==> config.mk <==
export PLATFORM = sky130hd
export DESIGN_NAME = tsc_sequencer_flat
export DESIGN_NICKNAME = d
export VERILOG_FILES = /design/src/rtl/tsc_sequencer_pkg.sv /design/src/rtl/tsc_sequencer_if.sv /design/src/rtl/tsc_decoder.sv /design/src/rtl/tsc_sequencer.sv /design/src/flat_wrapper.sv
export SDC_FILE = /design/constraint.sdc
export NUM_CORES = 1
export LEC_CHECK = 0
export CAP_MARGIN = 10
export CORE_AREA = 3 3 102 104
export DETAILED_ROUTE_END_ITERATION = 7
export DIE_AREA = 0 0 105 107
export PLACE_DENSITY = 0.55
export SYNTH_ARGS = -nofsm -noshare
export SYNTH_HDL_FRONTEND = slang
export SYNTH_SLANG_ARGS = --single-unit
==> constraint.sdc <==
create_clock -name clk -period 5.45 [get_ports clk]
set_clock_uncertainty 0.2 [all_clocks]
set_input_delay 0.8175 -clock clk [delete_from_list [all_inputs] [get_ports clk]]
set_output_delay 0.8175 -clock clk [all_outputs]
set_load 0.005 [all_outputs]
==> src/rtl/tsc_sequencer_pkg.sv <==
// Shared constants for the TSC sequencer: opcodes, func codes, ALU selects,
// instruction field positions, state encoding and the decoded control bundle.
package tsc_sequencer_pkg;

  localparam int WORD_SIZE = 16;

  // Instruction field bit positions
  localparam int OP_MSB     = 15;
  localparam int OP_LSB     = 12;
  localparam int RS_MSB     = 11;
  localparam int RS_LSB     = 10;
  localparam int RT_MSB     = 9;
  localparam int RT_LSB     = 8;
  localparam int RD_MSB     = 7;
  localparam int RD_LSB     = 6;
  localparam int FUNC_MSB   = 5;
  localparam int FUNC_LSB   = 0;
  localparam int IMM_MSB    = 7;
  localparam int IMM_LSB    = 0;
  localparam int TARGET_MSB = 11;
  localparam int TARGET_LSB = 0;

  localparam logic [3:0] OP_ADI   = 4'd4;
  localparam logic [3:0] OP_ORI   = 4'd5;
  localparam logic [3:0] OP_LHI   = 4'd6;
  localparam logic [3:0] OP_JMP   = 4'd9;
  localparam logic [3:0] OP_RTYPE = 4'd15;

  // R-type arithmetic funcs occupy 0..FUNC_RMAX and map straight onto ALU_OP
  localparam logic [5:0] FUNC_RMAX = 6'd7;
  localparam logic [5:0] FUNC_WWD  = 6'd28;
  localparam logic [5:0] FUNC_HLT  = 6'd29;

  localparam logic [3:0] ALU_ADD = 4'd0;
  localparam logic [3:0] ALU_OR  = 4'd3;
  localparam logic [3:0] ALU_LHI = 4'd8;

  typedef enum logic [1:0] {
    ST_RST,
    ST_FETCH,
    ST_EXEC
`ifdef TSC_HALT_EN
    , ST_HALT
`endif
  } state_t;

  typedef struct packed {
    logic       jump;
    logic [3:0] alu_op;
    logic       alu_src;
    logic       reg_dst;
    logic       reg_write;
    logic       wwd;
`ifdef TSC_HALT_EN
    logic       hlt;
`endif
  } ctrl_t;

endpackage

==> src/rtl/tsc_sequencer_if.sv <==
// Instruction-memory fetch port: request/address out, data/ready back.
interface tsc_sequencer_if;
  import tsc_sequencer_pkg::*;

  logic                 readM;
  logic [WORD_SIZE-1:0] address;
  logic [WORD_SIZE-1:0] data;
  logic                 inputReady;

  modport master (output readM, output address, input data, input inputReady);
  modport slave  (input readM, input address, output data, output inputReady);
endinterface

==> src/rtl/tsc_decoder.sv <==
// Combinational instruction decode: opcode/func -> control bundle.
// The HLT flag exists only when TSC_HALT_EN is defined; otherwise HLT is a NOP.
module tsc_decoder
  import tsc_sequencer_pkg::*;
(
  input  logic [3:0] opcode,
  input  logic [5:0] func,
  output ctrl_t      ctrl
);

  always_comb begin
    ctrl = '0;
    case (opcode)
      OP_RTYPE: begin
        if (func <= FUNC_RMAX) begin
          ctrl.reg_dst   = 1'b1;
          ctrl.reg_write = 1'b1;
          ctrl.alu_op    = func[3:0];
        end else if (func == FUNC_WWD) begin
          ctrl.wwd = 1'b1;
        end
`ifdef TSC_HALT_EN
        else if (func == FUNC_HLT) begin
          ctrl.hlt = 1'b1;
        end
`endif
      end
      OP_ADI: begin
        ctrl.reg_write = 1'b1;
        ctrl.alu_src   = 1'b1;
        ctrl.alu_op    = ALU_ADD;
      end
      OP_ORI: begin
        ctrl.reg_write = 1'b1;
        ctrl.alu_src   = 1'b1;
        ctrl.alu_op    = ALU_OR;
      end
      OP_LHI: begin
        ctrl.reg_write = 1'b1;
        ctrl.alu_src   = 1'b1;
        ctrl.alu_op    = ALU_LHI;
      end
      OP_JMP:  ctrl.jump = 1'b1;
      default: ctrl = '0;
    endcase
  end

endmodule

==> src/rtl/tsc_sequencer.sv <==
// Multi-cycle fetch/execute sequencer for the TSC datapath.
// Optional HLT support is built when TSC_HALT_EN is defined.
module tsc_sequencer
  import tsc_sequencer_pkg::*;
#(
  parameter logic [WORD_SIZE-1:0] RESET_PC = 16'h0000
)(
  input  logic                 clk,
  input  logic                 reset_n,
  tsc_sequencer_if.master      mem,
  output logic [WORD_SIZE-1:0] opinstruction,
  output logic                 Jump,
  output logic [3:0]           ALU_OP,
  output logic                 ALUSrc,
  output logic                 RegDst,
  output logic                 RegWrite,
  output logic                 wwd_valid,
  output logic [WORD_SIZE-1:0] num_inst,
  output logic                 halted
);

  state_t               state_q, state_d;
  logic [WORD_SIZE-1:0] pc_q, pc_d;
  logic [WORD_SIZE-1:0] ir_q, ir_d;
  logic [WORD_SIZE-1:0] num_inst_q, num_inst_d;
  ctrl_t                ctrl;
  logic                 in_exec;

  tsc_decoder u_decoder (
    .opcode (ir_q[OP_MSB:OP_LSB]),
    .func   (ir_q[FUNC_MSB:FUNC_LSB]),
    .ctrl   (ctrl)
  );

  always_comb begin
    state_d    = state_q;
    pc_d       = pc_q;
    ir_d       = ir_q;
    num_inst_d = num_inst_q;
    case (state_q)
      ST_RST: state_d = ST_FETCH;
      ST_FETCH: begin
        if (mem.inputReady) begin
          ir_d    = mem.data;
          state_d = ST_EXEC;
        end
      end
      ST_EXEC: begin
        num_inst_d = num_inst_q + 16'd1;
        state_d    = ST_FETCH;
        if (ctrl.jump) begin
          // JMP stays within the current 4K page
          pc_d = {pc_q[OP_MSB:OP_LSB], ir_q[TARGET_MSB:TARGET_LSB]};
        end
`ifdef TSC_HALT_EN
        else if (ctrl.hlt) begin
          state_d = ST_HALT;
        end
`endif
        else begin
          pc_d = pc_q + 16'd1;
        end
      end
`ifdef TSC_HALT_EN
      ST_HALT: state_d = ST_HALT;
`endif
      default: state_d = ST_RST;
    endcase
  end

  always_ff @(posedge clk) begin
    if (!reset_n) begin
      state_q    <= ST_RST;
      pc_q       <= RESET_PC;
      ir_q       <= '0;
      num_inst_q <= '0;
    end else begin
      state_q    <= state_d;
      pc_q       <= pc_d;
      ir_q       <= ir_d;
      num_inst_q <= num_inst_d;
    end
  end

  // Fetch outputs decode registered state only, so no path from inputReady
  assign mem.readM   = (state_q == ST_FETCH);
  assign mem.address = pc_q;

  assign in_exec       = (state_q == ST_EXEC);
  assign opinstruction = ir_q;
  assign num_inst      = num_inst_q;
  assign Jump          = in_exec & ctrl.jump;
  assign ALU_OP        = in_exec ? ctrl.alu_op : 4'd0;
  assign ALUSrc        = in_exec & ctrl.alu_src;
  assign RegDst        = in_exec & ctrl.reg_dst;
  assign RegWrite      = in_exec & ctrl.reg_write;
  assign wwd_valid     = in_exec & ctrl.wwd;

`ifdef TSC_HALT_EN
  assign halted = (state_q == ST_HALT);
`else
  assign halted = 1'b0;
`endif

endmodule

==> src/flat_wrapper.sv <==
// flat-port wrapper written by rule: the top's interface ports become plain ports
module tsc_sequencer_flat import tsc_sequencer_pkg::*;
#(
  parameter logic [WORD_SIZE-1:0] RESET_PC = 16'h0000
)
  (clk, reset_n, opinstruction, Jump, ALU_OP, ALUSrc, RegDst, RegWrite, wwd_valid, num_inst, halted, mem_readM, mem_address, mem_data, mem_inputReady);
  tsc_sequencer_if mem_i ();
  input  logic clk;
  input  logic reset_n;
  output logic [WORD_SIZE-1:0] opinstruction;
  output logic Jump;
  output logic [3:0] ALU_OP;
  output logic ALUSrc;
  output logic RegDst;
  output logic RegWrite;
  output logic wwd_valid;
  output logic [WORD_SIZE-1:0] num_inst;
  output logic halted;
  output wire logic [$bits(mem_i.readM)-1:0] mem_readM;
  output wire logic [$bits(mem_i.address)-1:0] mem_address;
  input wire logic [$bits(mem_i.data)-1:0] mem_data;
  input wire logic [$bits(mem_i.inputReady)-1:0] mem_inputReady;
  assign mem_readM = mem_i.readM;
  assign mem_address = mem_i.address;
  assign mem_i.data = mem_data;
  assign mem_i.inputReady = mem_inputReady;
  tsc_sequencer #(.RESET_PC(RESET_PC)) u_core (.clk(clk), .reset_n(reset_n), .mem(mem_i), .opinstruction(opinstruction), .Jump(Jump), .ALU_OP(ALU_OP), .ALUSrc(ALUSrc), .RegDst(RegDst), .RegWrite(RegWrite), .wwd_valid(wwd_valid), .num_inst(num_inst), .halted(halted));
endmodule
## Yosys cells after proc, flatten, opt, wreduce, memory -nomap -nowiden

Cells that the tools add are included.

- Flip-flop bits (word level): 50
- Output and inout bits: 59
- Word-level logic and storage cells: 42
- Input bits: 19

- Bitwise gates (word level): 6
- Reduce and logical (&&, ||, !) cells: 5
- Add/subtract/negate cells: 2
- Magnitude comparators: 1
- Muxes and demuxes: 14
- Eq/ne operators: 9

Operators with widths:

| kind | count |
|---|---|
| $add A16 B1 Y16 const B | 2 |
| $eq A4 B3 Y1 const B | 3 |
| $mux W12 | 1 |
| $pmux W4 S3 | 1 |
| $eq A4 B4 Y1 const B | 2 |
| $mux W4 | 2 |
| $eq A6 B5 Y1 const B | 1 |
| $le A6 B3 Y1 const B | 1 |
| $mux W1 | 6 |
| $and A1 B1 Y1 | 5 |
| $mux W2 | 2 |
| $pmux W2 S2 | 1 |
| $reduce_and A2 Y1 | 2 |
| $reduce_or A3 Y1 | 1 |
| $eq A2 B1 Y1 const B | 1 |
| $eq A2 B2 Y1 const B | 1 |
| $logic_not A2 Y1 | 1 |
| $ne A2 B1 Y1 const B | 1 |
| $pmux W1 S2 | 1 |
| $reduce_or A2 Y1 | 1 |
| $not A1 Y1 | 1 |

## Logic depth before layout (Yosys ltp)

- Word-level depth: 5
- Depth in mapped cells: 7
- Mapped depth without buffers: 5

## Cells and area by module

A second synthesis with hierarchy kept.

- Cell total of the unflattened synthesis: 312
- Area total of the unflattened synthesis: 2476.1 µm²

By module, submodules not included:

| module | sequential area each (µm²) | cells each | instances | area each (µm²) |
|---|---|---|---|---|
| tsc_sequencer | 1001.0 | 293 | 1 | 2347.3 |
| tsc_decoder | 0.0 | 19 | 1 | 128.9 |

## Worst setup path before layout

OpenSTA, ideal clock, no wires.

- Path type: flip-flop to output port
- Start: register u_core.state_q[1]
- End: output port ALU_OP[0]
- Path buffers: 1
- Path slack: 3137 ps
- Cell stages (with the launch flop): 6
- Data required time: 4433 ps
- Arrival time: 1296 ps
- Path through: dfxtp_1 nor2b_1 clkbuf_1 nand2_1 a211o_1 a21oi_1

- Longest elaborated chain between the ends: 2

RTL lines:

| item | RTL line | text |
|---|---|---|
| start, declared | tsc_sequencer.sv:22 | `state_t state_q, state_d;` |
| start signal, assigned | tsc_sequencer.sv:78 | `state_q <= state_d;` |
| $eq A2 B2 Y1 | tsc_sequencer.sv:89 | `assign in_exec = (state_q == ST_EXEC);` |
| $mux W4 | tsc_sequencer.sv:93 | `assign ALU_OP = in_exec ? ctrl.alu_op : 4'd0;` |
| end, declared | flat_wrapper.sv:12 | `output logic [3:0] ALU_OP;` |

Every way passes these cells.

## Worst setup path after layout

- Start: register u_core.ir_q[12], in the netlist u_core.opinstruction[12]
- End: output port ALU_OP[1]

- Longest elaborated chain between the ends: 3
- Elaborated cells on any way between the ends: 5
- Those cells by class: 3 x eq/ne; 2 x mux

RTL lines:

| item | RTL line | text |
|---|---|---|
| start, declared | tsc_sequencer.sv:24 | `logic [WORD_SIZE-1:0] ir_q, ir_d;` |
| start signal, assigned | tsc_sequencer.sv:80 | `ir_q <= ir_d;` |
| $eq A4 B3 Y1 or $eq A4 B4 Y1 (tied branches) | tsc_decoder.sv:13 | `case (opcode)` |
| $pmux W4 S3 (*) | tsc_decoder.sv:13 |  |
| $mux W4 (*) | tsc_sequencer.sv:93 |  |

Mark *: on every way between the ends. The rest lies on a longest branch, timed or not.

==> impl_metrics.tcl <==
set metrics [dict create \
    hold_viol 0 \
    fin_crit_ns 3.379 \
    antenna_cells 0 \
    cp_cell_sequence "nand2_1 -> nor4_1 -> nand2_1 -> a21oi_1 -> clkdlybuf4s50_1" \
    synth_fa_ha_area_frac 0.01044 \
    firstDrtPassIters 4 \
    final_area_sq_um 3421 \
    slew_headroom 0.5548 \
    ys_seq_area_frac 0.4175 \
    synth_top_family_by_area "simple AND/OR/NAND/NOR gates" \
    ioPinCount 78 \
    fin_ws_ns 2.071 \
    synth_ff_type "dfxtp_1" \
    power_uw 763.7 \
    period_share 0.6199 \
    synth.top_cell.area_share 0.4175 \
    grt_pass1_vias 2272 \
    placementRows 36 \
    critical_path.max_fanout 8 \
    drive_gt1_frac 0.04000 \
    num_vias 2365 \
    ctsRootBufferMaster "clkbuf_8" \
    grt_pass1_wl_microns 11770 \
    final-setup-viol-count 0 \
    overflow 0 \
    core_sq_um 9639 \
    ir_drop_mv 0.1264 \
    critical_path.most_common_cell "nand2_1" \
    synth_top_cell_by_area "dfxtp_1" \
    cts_buffer_depth 2 \
    cts_made_buffers 5 \
    drc 0 \
    ys_types 52 \
    cts_hold_buf 0 \
    antenna_found_initial 0 \
    cp-start-kind "register" \
    p_per_area_nw_per_um2 223.2 \
    clk_pin_slew_ns 0.10 \
    end_kind "primary output" \
    cts.sinks 50 \
    yosys_warnings 0 \
    worstSetupPathType "register to primary output" \
    place_hpwl_microns 5278 \
    synth-compound-area-share 0.1691 \
    ant_nets 0 \
    synthTopCellsByArea "dfxtp_1 (42%), nand2_1 (9.7%), a21oi_1 (7.3%)" \
    synth_xor_area_frac 0.04384 \
    max_cap_violations 0 \
    port_buffers 76 \
    wl_per_cell_microns 14.00 \
    p_leak_uw 0.001100 \
    cts_resized 0 \
    cts_setup_buffers 0 \
    die_w_microns 105 \
    path_buf_inv 1 \
    hold_class "register to register" \
    grt_setup_unrepaired "false" \
    grt_max_degree 28 \
    dieArea_sq_um 11240 \
    syn_nets 326 \
    async_flop_share 0 \
    synthMuxAreaShare 0.004175 \
    place_congestion 0.7877 \
    num-nets-final 395 \
    tightest_slew_ns 0.6617 \
    synth_cells 305 \
    status "complete, no violations" \
    dp_slack_ns 2.423 \
    synth-edff-count 0 \
    placed_area_sq_um 3278 \
    clkLatencyLatePin_ns 0.30 \
    crit_slowest_cell "nor4_1" \
    syn_area_sq_um 2397 \
    grt_usage 0.1267 \
    syn_area_per_cell_sq_um 7.860 \
    maxSlewViolCount 0 \
    ys_ff_latch 50 \
    die_y_microns 107 \
    drt-total-wl_microns 7111 \
    cts_tree "done" \
    yosys.area_share.simple 0.3116 \
    fmax_ghz 0.2960 \
    finalSetupTns_ns 0 \
    initial_core_util 0.2487 \
    viasPerCell 4.656 \
    crit_required_ns 4.43 \
    drt_iter0_drc 141 \
    critical_path.top_delay_family "simple AND/OR/NAND/NOR gates" \
    h-tree-depth 2 \
    area.growth.synth_to_final_pct 42.69 \
    max_stage_delay_ns 0.59 \
    cp.arrival_ns 2.36 \
]
==> synth_stat cells, types with 2 or more instances <==
cell type and n:
a21oi_1 35, a311oi_1 4, a31oi_1 2, and2_1 2, and3_1 4, and4_1 3
buf_2 2, clkbuf_1 13, dfxtp_1 50, ha_1 2, inv_1 5, nand2_1 62
nand2b_1 2, nand3_1 13, nand4_1 11, nor2_1 15, nor2b_1 2, nor3_1 10
nor3b_1 2, nor4_1 4, o211ai_1 2, o21ai_0 4, o21ai_1 6, o22ai_1 2
o31a_1 2, o31ai_1 4, or3_1 5, or4_1 3, xnor2_1 4, xor2_1 8
==> per-stage QoR <==
| stage | hold slack, ns | utilization | std cells |
|---|---|---|---|
| final | 0.2904 | 0.3549 | 508 |
| after global routing | 0.3085 | 0.3549 | 508 |
| after CTS | 0.2916 | 0.3549 | 508 |
| after detailed placement | 0.2760 | 0.3401 | 500 |
| after global placement | 0.2727 | 0.3401 | 500 |
| after floorplan | 0.2625 | - | 305 |
==> tightest hold or removal path: stages, from the launching register on <==
cell     delay [ns]
dfxtp_1        0.34
o31ai_1        0.06
a21oi_1        0.05
==> layer usage <==
metal / wire, microns / GRT usage / up-vias
li1: - / - / 1228
met1: 3376 / 0.1709 / 1064
met2: 3253 / 0.2039 / 69
met3: 408 / 0.02890 / 4
met4: 74 / 0.03374 / 0
met5: 0 / 0 / -
==> cell usage in the layout, fill, tap and decap left out, types with 2 or more instances in the layout <==
master           Yosys  layout
nor3_1              10      10
dfxtp_1             50      50
o31ai_1              4       4
clkdlybuf4s50_1      0      76
and2_1               2       2
nand2b_1             2       2
nand4_1             11      11
o22ai_1              2       2
and3_1               4       4
xnor2_1              4       4
bufinv_16            0       2
nor3b_1              2       2
xor2_1               8       8
buf_4                1       3
ha_1                 2       2
o21ai_0              4       4
clkbuf_8             0       6
and4_1               3       3
nand3_1             13      13
a311oi_1             4       4
nor2_1              15      15
inv_1                5       5
nor4_1               4       4
o211ai_1             2       2
a31oi_1              2       2
o21ai_1              6       6
or4_1                3       3
a21oi_1             35      35
or3_1                5       5
nand2_1             62      62
o31a_1               2       2
==> kinds of logic (layout without fill, tap and decap cells) <==
family          Yosys count  after routing
other cells               1              1
mux                       1              1
fa+ha+maj                 2              2
simple gates            148            148
flops                    50             50
xor+xnor                 12             12
compound gates           68             68
buf+inv                  23             93
==> layout make-up <==
class,count,area (sq um)
inverter,6,22.52
fill,1047,6218
clock inverter,2,60.06
multi-input combinational,232,1305
sequential,50,1001
clock buffer,6,82.58
timing repair buffer,79,783.3
tap,133,166.4
==> power by group <==
group	switching [uW]	internal, uW	leakage [uW]
combinational	25.7	31.2	0.000623
clock	128	196	0.0000714
sequential	10.7	372	0.000405
total	164	599	0.00110
==> registers in the layout, indices dropped and copies added, names as in the netlist <==
name / flops
u_core.opinstruction: 16
u_core.mem.address: 16
u_core.num_inst: 16
u_core.state_q: 2
==> path summary, 6_finish.rpt <==
kind / startpoint / to / slack, ns / depth (start not counted)
setup / recovery: u_core.opinstruction[12] / ALU_OP[1] / 2.07 / 5
hold / removal: u_core.num_inst[15] / u_core.num_inst[15] / 0.29 / 2
hold reg to reg: u_core.num_inst[15] / u_core.num_inst[15] / 0.29 / 2
setup reg to reg: u_core.opinstruction[15] / u_core.mem.address[14] / 3.37 / 5
Power figures use the tool's default switching activity.
